File: src/rtl/mul12_sequencer_if.sv
// Bundles the request, result and shared-multiplier signals of mul12_sequencer.
// The sequencer side uses the slave modport; the requester/consumer/multiplier side uses master.
// MUL_SEQ_MAC_EN adds the in_acc request bit (multiply-accumulate).
// Handshakes: a transfer happens on a rising edge where valid and ready are both high;
// valid may not depend on ready, and payload is only meaningful while valid is high.
interface mul12_sequencer_if #(
  parameter int HALF_W = 6
);
  logic                  in_valid;
  logic                  in_ready;
  logic [2*HALF_W-1:0]   in_a;
  logic [2*HALF_W-1:0]   in_b;
`ifdef MUL_SEQ_MAC_EN
  logic                  in_acc;
`endif
  logic [HALF_W-1:0]     mul_a;
  logic [HALF_W-1:0]     mul_b;
  logic [2*HALF_W-1:0]   mul_p;
  logic                  out_valid;
  logic                  out_ready;
  logic [4*HALF_W-1:0]   out_p;
  logic                  busy;
  logic [2:0]            state_dbg;

`ifdef MUL_SEQ_MAC_EN
  modport slave (
    input  in_valid, in_a, in_b, in_acc, mul_p, out_ready,
    output in_ready, mul_a, mul_b, out_valid, out_p, busy, state_dbg
  );
  modport master (
    output in_valid, in_a, in_b, in_acc, mul_p, out_ready,
    input  in_ready, mul_a, mul_b, out_valid, out_p, busy, state_dbg
  );
`else
  modport slave (
    input  in_valid, in_a, in_b, mul_p, out_ready,
    output in_ready, mul_a, mul_b, out_valid, out_p, busy, state_dbg
  );
  modport master (
    output in_valid, in_a, in_b, mul_p, out_ready,
    input  in_ready, mul_a, mul_b, out_valid, out_p, busy, state_dbg
  );
`endif
endinterface

File: src/rtl/mul12_sequencer.sv
// mul12_sequencer: builds a 2*HALF_W x 2*HALF_W unsigned product from four
// partial products of one shared external HALF_W x HALF_W combinational multiplier.
// One MULk state per partial product, then DONE holds the result until taken.
// Optional feature macro: MUL_SEQ_MAC_EN (in_acc=1 seeds the accumulator with out_p).
module mul12_sequencer #(
  parameter int HALF_W = 6
) (
  input logic             clk,
  input logic             rst_n,
  mul12_sequencer_if.slave bus
);
  localparam int FW = 2 * HALF_W;
  localparam int PW = 4 * HALF_W;

  typedef enum logic [2:0] {
    IDLE = 3'd0,
    MUL0 = 3'd1,
    MUL1 = 3'd2,
    MUL2 = 3'd3,
    MUL3 = 3'd4,
    DONE = 3'd5
  } state_t;

  state_t            state;
  state_t            state_nxt;
  logic [HALF_W-1:0] al, ah, bl, bh;
  logic [HALF_W-1:0] mul_a_c, mul_b_c;
  logic [PW-1:0]     acc;
  logic [PW-1:0]     acc_init;
  logic [PW-1:0]     pp_shifted;
  logic [PW-1:0]     out_p_r;
  logic              out_valid_r;
  logic              in_ready_c;
  logic              accept;
  logic              busy_c;

  assign accept = bus.in_valid & in_ready_c;
  assign busy_c = (state == MUL0) | (state == MUL1) | (state == MUL2) | (state == MUL3);

`ifdef MUL_SEQ_MAC_EN
  // Accumulate mode continues from the product currently held in out_p.
  assign acc_init = bus.in_acc ? out_p_r : '0;
`else
  assign acc_init = '0;
`endif

  // Next state, operand mux and weighting of the current partial product.
  always_comb begin
    state_nxt  = state;
    mul_a_c    = '0;
    mul_b_c    = '0;
    pp_shifted = '0;
    in_ready_c = 1'b0;
    case (state)
      IDLE: begin
        in_ready_c = 1'b1;
        if (bus.in_valid) state_nxt = MUL0;
      end
      MUL0: begin
        mul_a_c    = al;
        mul_b_c    = bl;
        pp_shifted = PW'(bus.mul_p);
        state_nxt  = MUL1;
      end
      MUL1: begin
        mul_a_c    = al;
        mul_b_c    = bh;
        pp_shifted = PW'(bus.mul_p) << HALF_W;
        state_nxt  = MUL2;
      end
      MUL2: begin
        mul_a_c    = ah;
        mul_b_c    = bl;
        pp_shifted = PW'(bus.mul_p) << HALF_W;
        state_nxt  = MUL3;
      end
      MUL3: begin
        mul_a_c    = ah;
        mul_b_c    = bh;
        pp_shifted = PW'(bus.mul_p) << FW;
        state_nxt  = DONE;
      end
      DONE: begin
        // Taking the result frees the block, so a new request can land in the same cycle.
        in_ready_c = bus.out_ready;
        if (bus.out_ready) state_nxt = bus.in_valid ? MUL0 : IDLE;
      end
      default: state_nxt = IDLE;
    endcase
  end

  // State register.
  always_ff @(posedge clk or negedge rst_n) begin
    if (!rst_n) state <= IDLE;
    else        state <= state_nxt;
  end

  // Operand capture, partial-product accumulation and result hold.
  always_ff @(posedge clk or negedge rst_n) begin
    if (!rst_n) begin
      al          <= '0;
      ah          <= '0;
      bl          <= '0;
      bh          <= '0;
      acc         <= '0;
      out_p_r     <= '0;
      out_valid_r <= 1'b0;
    end else begin
      if (accept) begin
        al  <= bus.in_a[HALF_W-1:0];
        ah  <= bus.in_a[FW-1:HALF_W];
        bl  <= bus.in_b[HALF_W-1:0];
        bh  <= bus.in_b[FW-1:HALF_W];
        acc <= acc_init;
      end else if ((state == MUL0) || (state == MUL1) || (state == MUL2)) begin
        acc <= acc + pp_shifted;
      end
      if (state == MUL3) begin
        out_p_r     <= acc + pp_shifted;
        out_valid_r <= 1'b1;
      end else if ((state == DONE) && bus.out_ready) begin
        out_valid_r <= 1'b0;
      end
    end
  end

  assign bus.in_ready  = in_ready_c;
  assign bus.mul_a     = mul_a_c;
  assign bus.mul_b     = mul_b_c;
  assign bus.out_valid = out_valid_r;
  assign bus.out_p     = out_p_r;
  assign bus.busy      = busy_c;
  assign bus.state_dbg = state;
endmodule

File: src/flat_wrapper.sv
// flat-port wrapper written by rule: the top's interface ports become plain ports
module mul12_sequencer_flat 
#(
  parameter int HALF_W = 6
)
  (clk, rst_n, bus_in_valid, bus_in_a, bus_in_b, bus_mul_p, bus_out_ready, bus_in_ready, bus_mul_a, bus_mul_b, bus_out_valid, bus_out_p, bus_busy, bus_state_dbg);
  mul12_sequencer_if #(.HALF_W(HALF_W)) bus_i ();
  input logic clk;
  input logic rst_n;
  input wire logic [$bits(bus_i.in_valid)-1:0] bus_in_valid;
  input wire logic [$bits(bus_i.in_a)-1:0] bus_in_a;
  input wire logic [$bits(bus_i.in_b)-1:0] bus_in_b;
  input wire logic [$bits(bus_i.mul_p)-1:0] bus_mul_p;
  input wire logic [$bits(bus_i.out_ready)-1:0] bus_out_ready;
  output wire logic [$bits(bus_i.in_ready)-1:0] bus_in_ready;
  output wire logic [$bits(bus_i.mul_a)-1:0] bus_mul_a;
  output wire logic [$bits(bus_i.mul_b)-1:0] bus_mul_b;
  output wire logic [$bits(bus_i.out_valid)-1:0] bus_out_valid;
  output wire logic [$bits(bus_i.out_p)-1:0] bus_out_p;
  output wire logic [$bits(bus_i.busy)-1:0] bus_busy;
  output wire logic [$bits(bus_i.state_dbg)-1:0] bus_state_dbg;
  assign bus_i.in_valid = bus_in_valid;
  assign bus_i.in_a = bus_in_a;
  assign bus_i.in_b = bus_in_b;
  assign bus_i.mul_p = bus_mul_p;
  assign bus_i.out_ready = bus_out_ready;
  assign bus_in_ready = bus_i.in_ready;
  assign bus_mul_a = bus_i.mul_a;
  assign bus_mul_b = bus_i.mul_b;
  assign bus_out_valid = bus_i.out_valid;
  assign bus_out_p = bus_i.out_p;
  assign bus_busy = bus_i.busy;
  assign bus_state_dbg = bus_i.state_dbg;
  mul12_sequencer #(.HALF_W(HALF_W)) u_core (.clk(clk), .rst_n(rst_n), .bus(bus_i));
endmodule
File: config.mk
export PLATFORM = sky130hd
export DESIGN_NAME = mul12_sequencer_flat
export DESIGN_NICKNAME = d
export VERILOG_FILES = /design/src/rtl/mul12_sequencer_if.sv /design/src/rtl/mul12_sequencer.sv /design/src/flat_wrapper.sv
export SDC_FILE = /design/constraint.sdc
export NUM_CORES = 1
export LEC_CHECK = 0
export ABC_AREA = 1
export CAP_MARGIN = 5
export CORE_UTILIZATION = 55
export CTS_CLUSTER_DIAMETER = 100
export DETAILED_ROUTE_END_ITERATION = 12
export HOLD_SLACK_MARGIN = 0.15
export PLACE_DENSITY = 0.84
export SYNTH_ARGS = -nofsm -noshare
export SYNTH_HDL_FRONTEND = slang
export SYNTH_SLANG_ARGS = --single-unit
File: constraint.sdc
create_clock -name clk -period 6.3 [get_ports clk]
set_input_delay 0.945 -clock clk [delete_from_list [all_inputs] [get_ports clk]]
set_output_delay 0.945 -clock clk [all_outputs]
set_load 0.01 [all_outputs]
# Yosys cells after proc, flatten, opt, wreduce, memory -nomap -nowiden
# Index checks and enable logic that the tools add are counted.
# Widths: inputs -> output; s select.
# classes
add_sub_neg,1
n_mul,0
div,0
n_lt_le_gt_ge,0
n_eq_ne,7
shifts,0
muxes,12
n_bitwise,4
n_reduce_logical,12
# ops
cell,n
$pmux 24 s3,1
$mux 24,2
$add 24x24->24,1
$pmux 6 s2,2
$pmux 3 s6,1
$reduce_or 2->1,5
$eq 3x2->1 const B,2
$eq 3x3->1 const B,2
$mux 3,2
$ne 2x2->1 const B,2
$reduce_bool 2->1,2
$eq 3x1->1 const B,1
$logic_not 3->1,1
$mux 1,3
$or 1x1->1,3
$logic_or 1x1->1,2
$pmux 1 s2,1
$reduce_and 2->1,1
$and 1x1->1,1
$logic_and 1x1->1,1
# word_totals
reg_bits,76
latch_bits,0
mem_bits_rw,0
rom_bits,0
in_bits,40
out_inout_bits,42
elab_cells,44
n_memories,0

# Longest topological paths before layout
# Gate-level depths: netlist of the first run.
# depth
ltp_word,6
depth_mapped,17
depth_no_buf,16

# Worst setup path before layout of the first run
# OpenSTA, ideal clock, no wires.
# synth_path
path_type,input port to flip-flop
start,input port bus_mul_p[0]
end,register u_core.acc[20]
setup_time_ns,0.118
t_arrival_ns,2.334
required_time_ns,6.182
slack_ns,3.849
path_stages,11
path_buffers,0
cell_sequence,inv_1 -> nor2_1 -> ha_1 -> fa_1 -> nand2_1 -> nand2_1 -> and2_1 -> nand3_1 -> nand4_1 -> nand3_1 -> nand2_1
# synth_via
elab_chain_len,4
# synth_lines
element,line,text
start: declaration,flat_wrapper.sv:13,input wire logic [$bits(bus_i.mul_p)-1:0] bus_mul_p;
$pmux 24 s3,mul12_sequencer.sv:54,case (state)
$add 24x24->24,mul12_sequencer.sv:116,acc <= acc + pp_shifted;
$mux 24,mul12_sequencer.sv:115,end else if ((state == MUL0) || (state == MUL1) || (state == MUL2)) begin
$mux 24,mul12_sequencer.sv:109,if (accept) begin
end signal: assignment,mul12_sequencer.sv:114,acc <= acc_init;
end signal: assignment,mul12_sequencer.sv:116,
end: declaration,mul12_sequencer.sv:28,logic [PW-1:0] acc;
# Every way passes these cells. The select of a mux whose other input is x is not followed.
# A chain may end at the register's enable or synchronous reset.

# Final worst setup path of the first run
# layout_path
start,"register u_core.state[0], in the netlist u_core.bus.state_dbg[0]"
end,output port bus_mul_b[3]
# layout_via
elab_chain_len,3
elab_cells_between_ends,7
cone_classes,eq/ne (4); mux (1); reduce/logical (2)
# layout_lines
element,line,text
start: declaration,mul12_sequencer.sv:24,state_t state;
start signal: assignment,mul12_sequencer.sv:95,else state <= state_nxt;
"$eq 3x3->1, or another cell as far along",mul12_sequencer.sv:54,
$reduce_or 2->1 (no line),-,
$pmux 6 s2 (*),mul12_sequencer.sv:54,
end: declaration,flat_wrapper.sv:17,output wire logic [$bits(bus_i.mul_b)-1:0] bus_mul_b;
# Mark *: on every way between the ends. The rest lies on a longest branch, timed or not.

==> results by group, run 1 <==
Synthesis
  • Synth area leaders: dfrtp_1 39%, nand2_1 22%, inv_1 8.6%, ha_1 5.9%, nand3_1 5.3%
  • Async SR Flop Fraction: 100.0%
  • EDFF count, synth: 0
  • Top-area cell type share of the netlist area: between 30 and 40%
  • Mux share of post-synthesis cell area: 0%
  • Ys Warns: 0
  • Simple-gate share of the synthesized area: 34.44%
  • #FFs+latches synth: 76
  • XOR/XNOR share of the synthesized area: 1.252%
  • Sequential cell area fraction in the yosys report: 38.83%
  • Distinct cell type count after synthesis: 30
  • Adder-Cell Fraction of Synth Area: ~6.3%
  • Complex-gate fraction of the synthesized area: around 8.3%
  • Syn avg cell area: slightly below 7 um2
  • Largest family of logic cells by synthesized area: simple AND/OR/NAND/NOR gates
  • Area leader, netlist: dfrtp_1
  • Post-Syn Nets: approximately 800
  • Cell area after synthesis: 0.004897 mm2
  • Most common cell in the synthesized netlist: nand2_1
  • Synth cell count leaders: 290 x nand2_1, 112 x inv_1, 76 x dfrtp_1
  • Mapped Cells: between 700 and 800
  • Synth Flop Type: dfrtp_1

Timing
  • RSZ-0062 raised after global routing: no
  • Relative slew margins: roughly 36%
  • # setup viols final: 0
  • Slew @ Worst Pin: about 960 ps
  • Hold Fails Final Rpt: 0
  • Final Skew: roughly 18 ps
  • Slew Limit Fails: 0
  • Minimum clock period: a little under 4000 ps
  • Final Cycle Share: 62.08%
  • Final setup TNS: 0 ps
  • Max frequency: ~260 MHz

Power
  • Pleak: between 3 and 4 nW
  • Logic pwr share: 59.6%
  • Power, Total: ~0.0029 W
  • Switching share of power: between 40 and 50%
  • Sequential Power Share: between 20% and 30%
  • Pint: approximately 0.0016 W
  • Max VDD drop: between 0.3 and 0.4 mV
  • Clock share of power: a little under an eighth
  • Switching power: 0.001386 W
  • Power per Cell Area: between 400 and 500 mW/mm2

Layout
  • Share of layout cells above drive strength 1: approximately 3.5%
  • P&R area growth vs syn: 21.28%
  • Post-route insts no fill: around 920
  • Fin area: ~0.0059 mm2
  • Fin util: between 60 and 70%
  • Nets@finish: between 800 and 900
  • Number of diodes: 0
  • FILL cells: 794

Run
  • Max-cap violations: 0

Die
  • Die Footprint: approximately 0.0093 mm2
  • Initial Util: between 50 and 60%
  • Core Footprint: between 0.008 and 0.009 mm2
  • Die H: slightly below 100 um
  • IO Count: slightly above 80
  • Die W: slightly below 100 um
  • Cell Rows: 34

Status
  • Status: finished, final reports clean

Routing
  • DR WL met2: roughly 6400 um
  • Drt first pass iters: 7
  • Met3 Routed Length: 895 um
  • Via count: ~4900
  • Wire length on met1: 5887 um
  • Post-route ant nets: 0
  • DRC Markers: 0
  • Routed wire per std cell: roughly 15 um
  • Initial DRC Count: 248
  • Vias per inst: 5.305
  • Highest layer used for signal routing: met4
  • Total wire length: around 13000 um

CTS
  • Worst skew pair latency: 370 ps
  • Post-CTS sizing: 0
  • CTS sink count: 76
  • CTS Buf Count: 9
  • Worst-path clk slew: roughly 80 ps
  • Buffer count from post-CTS setup fixing: 0
  • CTS tree: yes
  • Worst-case clock buffer depth: 2
  • Clk root buf: clkbuf_8
  • Htree depth: 3
  • Post-CTS Hold Fix Bufs: 0

GRT
  • Tot GR Track Use: 31.41%
  • Largest net degree at the start of global routing: between 70 and 80
  • First-pass GRT wire length: 21910 um
  • Initial antenna violation count: 0
  • Vias in the first global route: 4592
  • Remaining Overflow, GRT: 0

Setup path
  • Maximum fanout along the worst path: 18
  • Cells on worst reg2reg path: 12
  • CP arrival: around 3000 ps
  • CP Class: flop to primary output
  • Crit end category: primary output
  • Worst Path Required: approximately 5400 ps
  • Crit start category: flop

Place
  • Detailed Place HPWL: 10240 um
  • I/O Buffers: 81
  • Dpl cells: 900
  • Routability congestion estimate: around 1
  • Post-DP Area: about 0.0058 mm2

Worst hold path
  • Hold WC Path Type: flop to flop
  • Hold Crit Depth: 2
[power groups by stage]
| stage | Sequential, W | Clock (W) | Combinational (W) |
|---|---|---|---|
| 2_1_floorplan | 0.000853 | 0 | 0.00111 |
| 4_1_cts | 0.000836 | 0.000357 | 0.00175 |
| 3_5_place_dp | 0.000843 | 0 | 0.00174 |
| 3_3_place_gp | 0.000833 | 0 | 0.00170 |
| 5_1_grt | 0.000866 | 0.000375 | 0.00196 |
| 6_report | 0.000837 | 0.000353 | 0.00175 |
[worst max-delay path, stage by stage, from the launching register on]
cell and delay (ps):
dfrtp_1 500, nor2_1 140, nand2_1 100, clkinv_1 520
a21oi_1 680, o22ai_1 150, clkdlybuf4s50_1 520
[cells by family after synthesis]
logic type	after synthesis
and+or+nand+nor	409
buffers and inverters	131
AOI/OAI and AO/OA	77
DFF	76
adders and majority gates	24
xor gates and xnor gates	7
[metal layers]
layer,up-vias,GRT usage [%]
met5,-,0
met2,162,53.01
met4,0,10.29
met1,2248,40.00
li1,2419,-
met3,25,6.635
[registers in the layout, indices dropped and copies added, names as in the netlist]
name,cells
u_core.ah,6
u_core.al,6
u_core.acc,24
u_core.bh,6
u_core.bus.out_p,24
u_core.bus.state_dbg,3
u_core.bus.out_valid,1
u_core.bl,6
[placed cells by master, fill, tap and decap left out]
cell	synthesis	final
inv_1	112	112
and2_1	1	1
or2_2	2	2
buf_4	3	3
nor2_8	1	1
nor2_2	1	1
ha_1	23	23
xor2_1	2	2
fa_1	1	1
nand2_1	290	290
clkinv_2	0	1
nor3_2	1	1
inv_6	0	1
nor2_1	44	44
inv_2	2	2
a21oi_1	13	13
nand3b_1	7	7
clkinv_1	1	1
nand2_2	1	1
dfrtp_1	76	76
clkinvlp_4	0	2
clkdlybuf4s50_1	0	80
clkbuf_8	0	10
clkinv_4	1	2
o21ai_1	6	6
xnor2_1	5	5
o21ai_0	40	40
nand2_4	1	1
o22ai_1	18	18
nor3_1	2	2
nand4_1	6	6
nand3_1	52	52
[metrics by stage]
| stage | hold WS, ps | setup WS (ps) |
|---|---|---|
| floorplan | 449.2 | 3849 |
| global placement | 456.2 | 2964 |
| detailed placement | 457.6 | 2829 |
| CTS | 478.4 | 2434 |
| global route | 506.4 | 2213 |
| finish | 474.5 | 2389 |
[final cells by class]
| type | instances | area (um2) | area share [%] |
|---|---|---|---|
| flip-flops and latches | 76 | 1902 | 32.02 |
| inverters | 116 | 440.4 | 7.415 |
| well taps | 108 | 135.1 | 2.275 |
| clock inverters | 5 | 37.54 | 0.6320 |
| clock buffers | 10 | 137.6 | 2.317 |
| multi-input cells | 517 | 2464 | 41.48 |
| repair buffers | 83 | 823.3 | 13.86 |
[path summary, 6_finish.rpt]
path	from	endpoint	slack, ps
max in group asynchronous	rst_n	u_core.ah[0]$_DFFE_PN0P_	4950
min in group asynchronous	rst_n	u_core.bus.out_p[3]$_DFFE_PN0P_	710
setup reg to reg	u_core.bus.state_dbg[1]$_DFFE_PN0P_	u_core.bus.out_p[16]$_DFFE_PN0P_	3400
hold / removal	u_core.bus.out_valid$_DFFE_PN0P_	u_core.bus.out_valid$_DFFE_PN0P_	470
hold reg to reg	u_core.bus.out_valid$_DFFE_PN0P_	u_core.bus.out_valid$_DFFE_PN0P_	470
setup / recovery	u_core.bus.state_dbg[0]$_DFFE_PN0P_	bus_mul_b[3]	2390
No activity file was read; power rests on OpenSTA's default activity.
==> run 2, diff against run 1 <==
CORE_UTILIZATION = 54   (was 55)
PLACE_DENSITY = 0.83   (was 0.84)
clock period = 3.9 ns   (was 6.3 ns; I/O delays follow)
==> run 2 against run 1 <==
Against the previous run: core utilization about the same; global-route usage decreased by 1.0 points; register-to-register slack got worse by 2600 ps; highest routed layer unchanged.
==> results by group, run 2 (synthesis results as in run 1) <==
Timing
  • Hold Fails Final Rpt: 0
  • Final setup TNS: 0 ps
  • Final Cycle Share: between 80 and 90%
  • Max frequency: ~310 MHz
  • Fin worst setup slack: 633.4 ps
  • RSZ-0062 raised after global routing: no
  • Slew @ Worst Pin: roughly 970 ps
  • Relative slew margins: a little over a third
  • Final Skew: 10.76 ps
  • Slew Limit Fails: 0
  • Minimum clock period: around 3300 ps
  • # setup viols final: 0

CTS
  • Post-CTS Hold Fix Bufs: 0
  • Post-CTS sizing: 0
  • Buffer count from post-CTS setup fixing: 0
  • Clk root buf: clkbuf_8
  • Worst-case clock buffer depth: 2
  • CTS tree: yes
  • CTS Buf Count: 9
  • Worst-path clk slew: approximately 80 ps
  • CTS sink count: between 70 and 80
  • Htree depth: 3
  • Worst skew pair latency: between 300 and 400 ps

GRT
  • Vias in the first global route: between 4000 and 5000
  • Initial antenna violation count: 0
  • Tot GR Track Use: approximately 30%
  • First-pass GRT wire length: ~23000 um
  • Largest net degree at the start of global routing: 77
  • Remaining Overflow, GRT: 0

Routing
  • Vias per inst: between 5 and 6
  • Total wire length: roughly 14000 um
  • Post-route ant nets: 0
  • DRC Markers: 0
  • Initial DRC Count: ~320
  • Via count: approximately 5000
  • Drt first pass iters: 5
  • Routed wire per std cell: around 15 um

Worst hold path
  • Hold WC Path Type: primary input to async pin

Layout
  • FILL cells: around 770
  • Nets@finish: ~870
  • Number of diodes: 0
  • Commonest non-fill, non-tap cell in the layout: nand2_1
  • P&R area growth vs syn: 22.56%
  • Commonest cells after routing, fill and taps aside: 290 x nand2_1, 112 x inv_1, 80 x clkdlybuf4s50_1
  • Fin area: 0.006002 mm2
  • Share of layout cells above drive strength 1: 3.708%

Die
  • Die Footprint: 0.009454 mm2
  • Core Footprint: 0.008763 mm2
  • Die H: between 90 and 100 um
  • Die W: just under 100 um
  • IO Count: between 80 and 90
  • Cell Rows: 34
  • Initial Util: between 50 and 60%

Power
  • Pleak: about 3.2 nW
  • Max VDD drop: ~0.51 mV
  • Power, Total: 0.004924 W
  • Power per Cell Area: 820.4 mW/mm2

Run
  • Max-cap violations: 0

Setup path
  • CP Cell Sequence: nor2_1 > nand2_1 > clkinv_1 > a21oi_1 > o22ai_1 > clkdlybuf4s50_1
  • CP arrival: about 2700 ps
  • CP startpoint: u_core.bus.state_dbg[0]$_DFFE_PN0P_
  • Crit path largest cell delay: between 500 and 600 ps
  • CP Class: flop to primary output
  • Maximum fanout along the worst path: 17
  • FF-to-FF Start: u_core.bus.state_dbg[2]$_DFFE_PN0P_
  • Crit end category: primary output
  • Worst Path Required: about 3300 ps
  • Slowest cell on the critical path: clkdlybuf4s50_1
  • Crit start category: flop

Place
  • Post-DP Area: around 0.0058 mm2
  • Pre-CTS WS: between 900 and 1000 ps
  • I/O Buffers: 81
  • Detailed Place HPWL: 10350 um
  • Routability congestion estimate: roughly 1.0

Status
  • Status: finished, final reports clean
run 2: cell types whose count changed in the layout (fill, tap and decap cells not counted):
cell	delta
buf_4	+2
bufinv_16	+2
clkinv_2	-1
clkinvlp_4	-1
run 2: critical path: cells and delay by family (launching register included):
kind                   cells  cell delay [ps]
flip-flops                 1              480
AO/OA/AOI/OAI              2              580
buffers and inverters      2              750
AND/OR/NAND/NOR            2              510
run 2: cell type report:
| class | instances | area (um2) | area share (%) |
|---|---|---|---|
| clock buffers | 10 | 137.6 | 2.293 |
| multi-input cells | 517 | 2464 | 41.05 |
| clock inverters | 5 | 85.08 | 1.418 |
| repair buffers | 85 | 838.3 | 13.97 |
| inverters | 116 | 440.4 | 7.338 |
| flip-flops and latches | 76 | 1902 | 31.69 |
| well taps | 108 | 135.1 | 2.251 |
run 2: per-layer routing:
layer	up-vias	wire [um]	part of all wire [%]	global-route usage [%]
li1	2421	-	-	-
met1	2312	5867	43	38.99
met2	230	6299	46	50.11
met3	32	1177	8.6	6.906
met4	0	347	2.5	11.54
met5	-	0	0	0
run 2: worst paths after layout:
kind | to | slack, ps | cells after the start
max reg2reg | u_core.bus.out_p[19]$_DFFE_PN0P_ | 850 | 12
min reg2reg | u_core.bus.out_valid$_DFFE_PN0P_ | 480 | 2
min in group clk | u_core.bus.out_valid$_DFFE_PN0P_ | 480 | 2
max in group asynchronous | u_core.bus.out_p[23]$_DFFE_PN0P_ | 2880 | 1
min | u_core.acc[3]$_DFFE_PN0P_ | 390 | 1
max | bus_mul_b[1] | 630 | 6
run 2: stage by stage:
stage | instances | hold WS, ps | util (%)
2_1_floorplan | 724 | 289.4 | -
3_3_place_gp | 902 | 462.1 | 65.95
3_5_place_dp | 902 | 462.2 | 65.95
4_1_cts | 917 | 412.7 | 68.49
5_1_grt | 917 | 464.9 | 68.49
6_report | 917 | 388.3 | 68.49
run 2: report_power, final:
part / internal, W / switching (W)
combinational: 0.00112 / 0.00176
clock: 0.000378 / 0.000311
sequential: 0.00115 / 0.000202
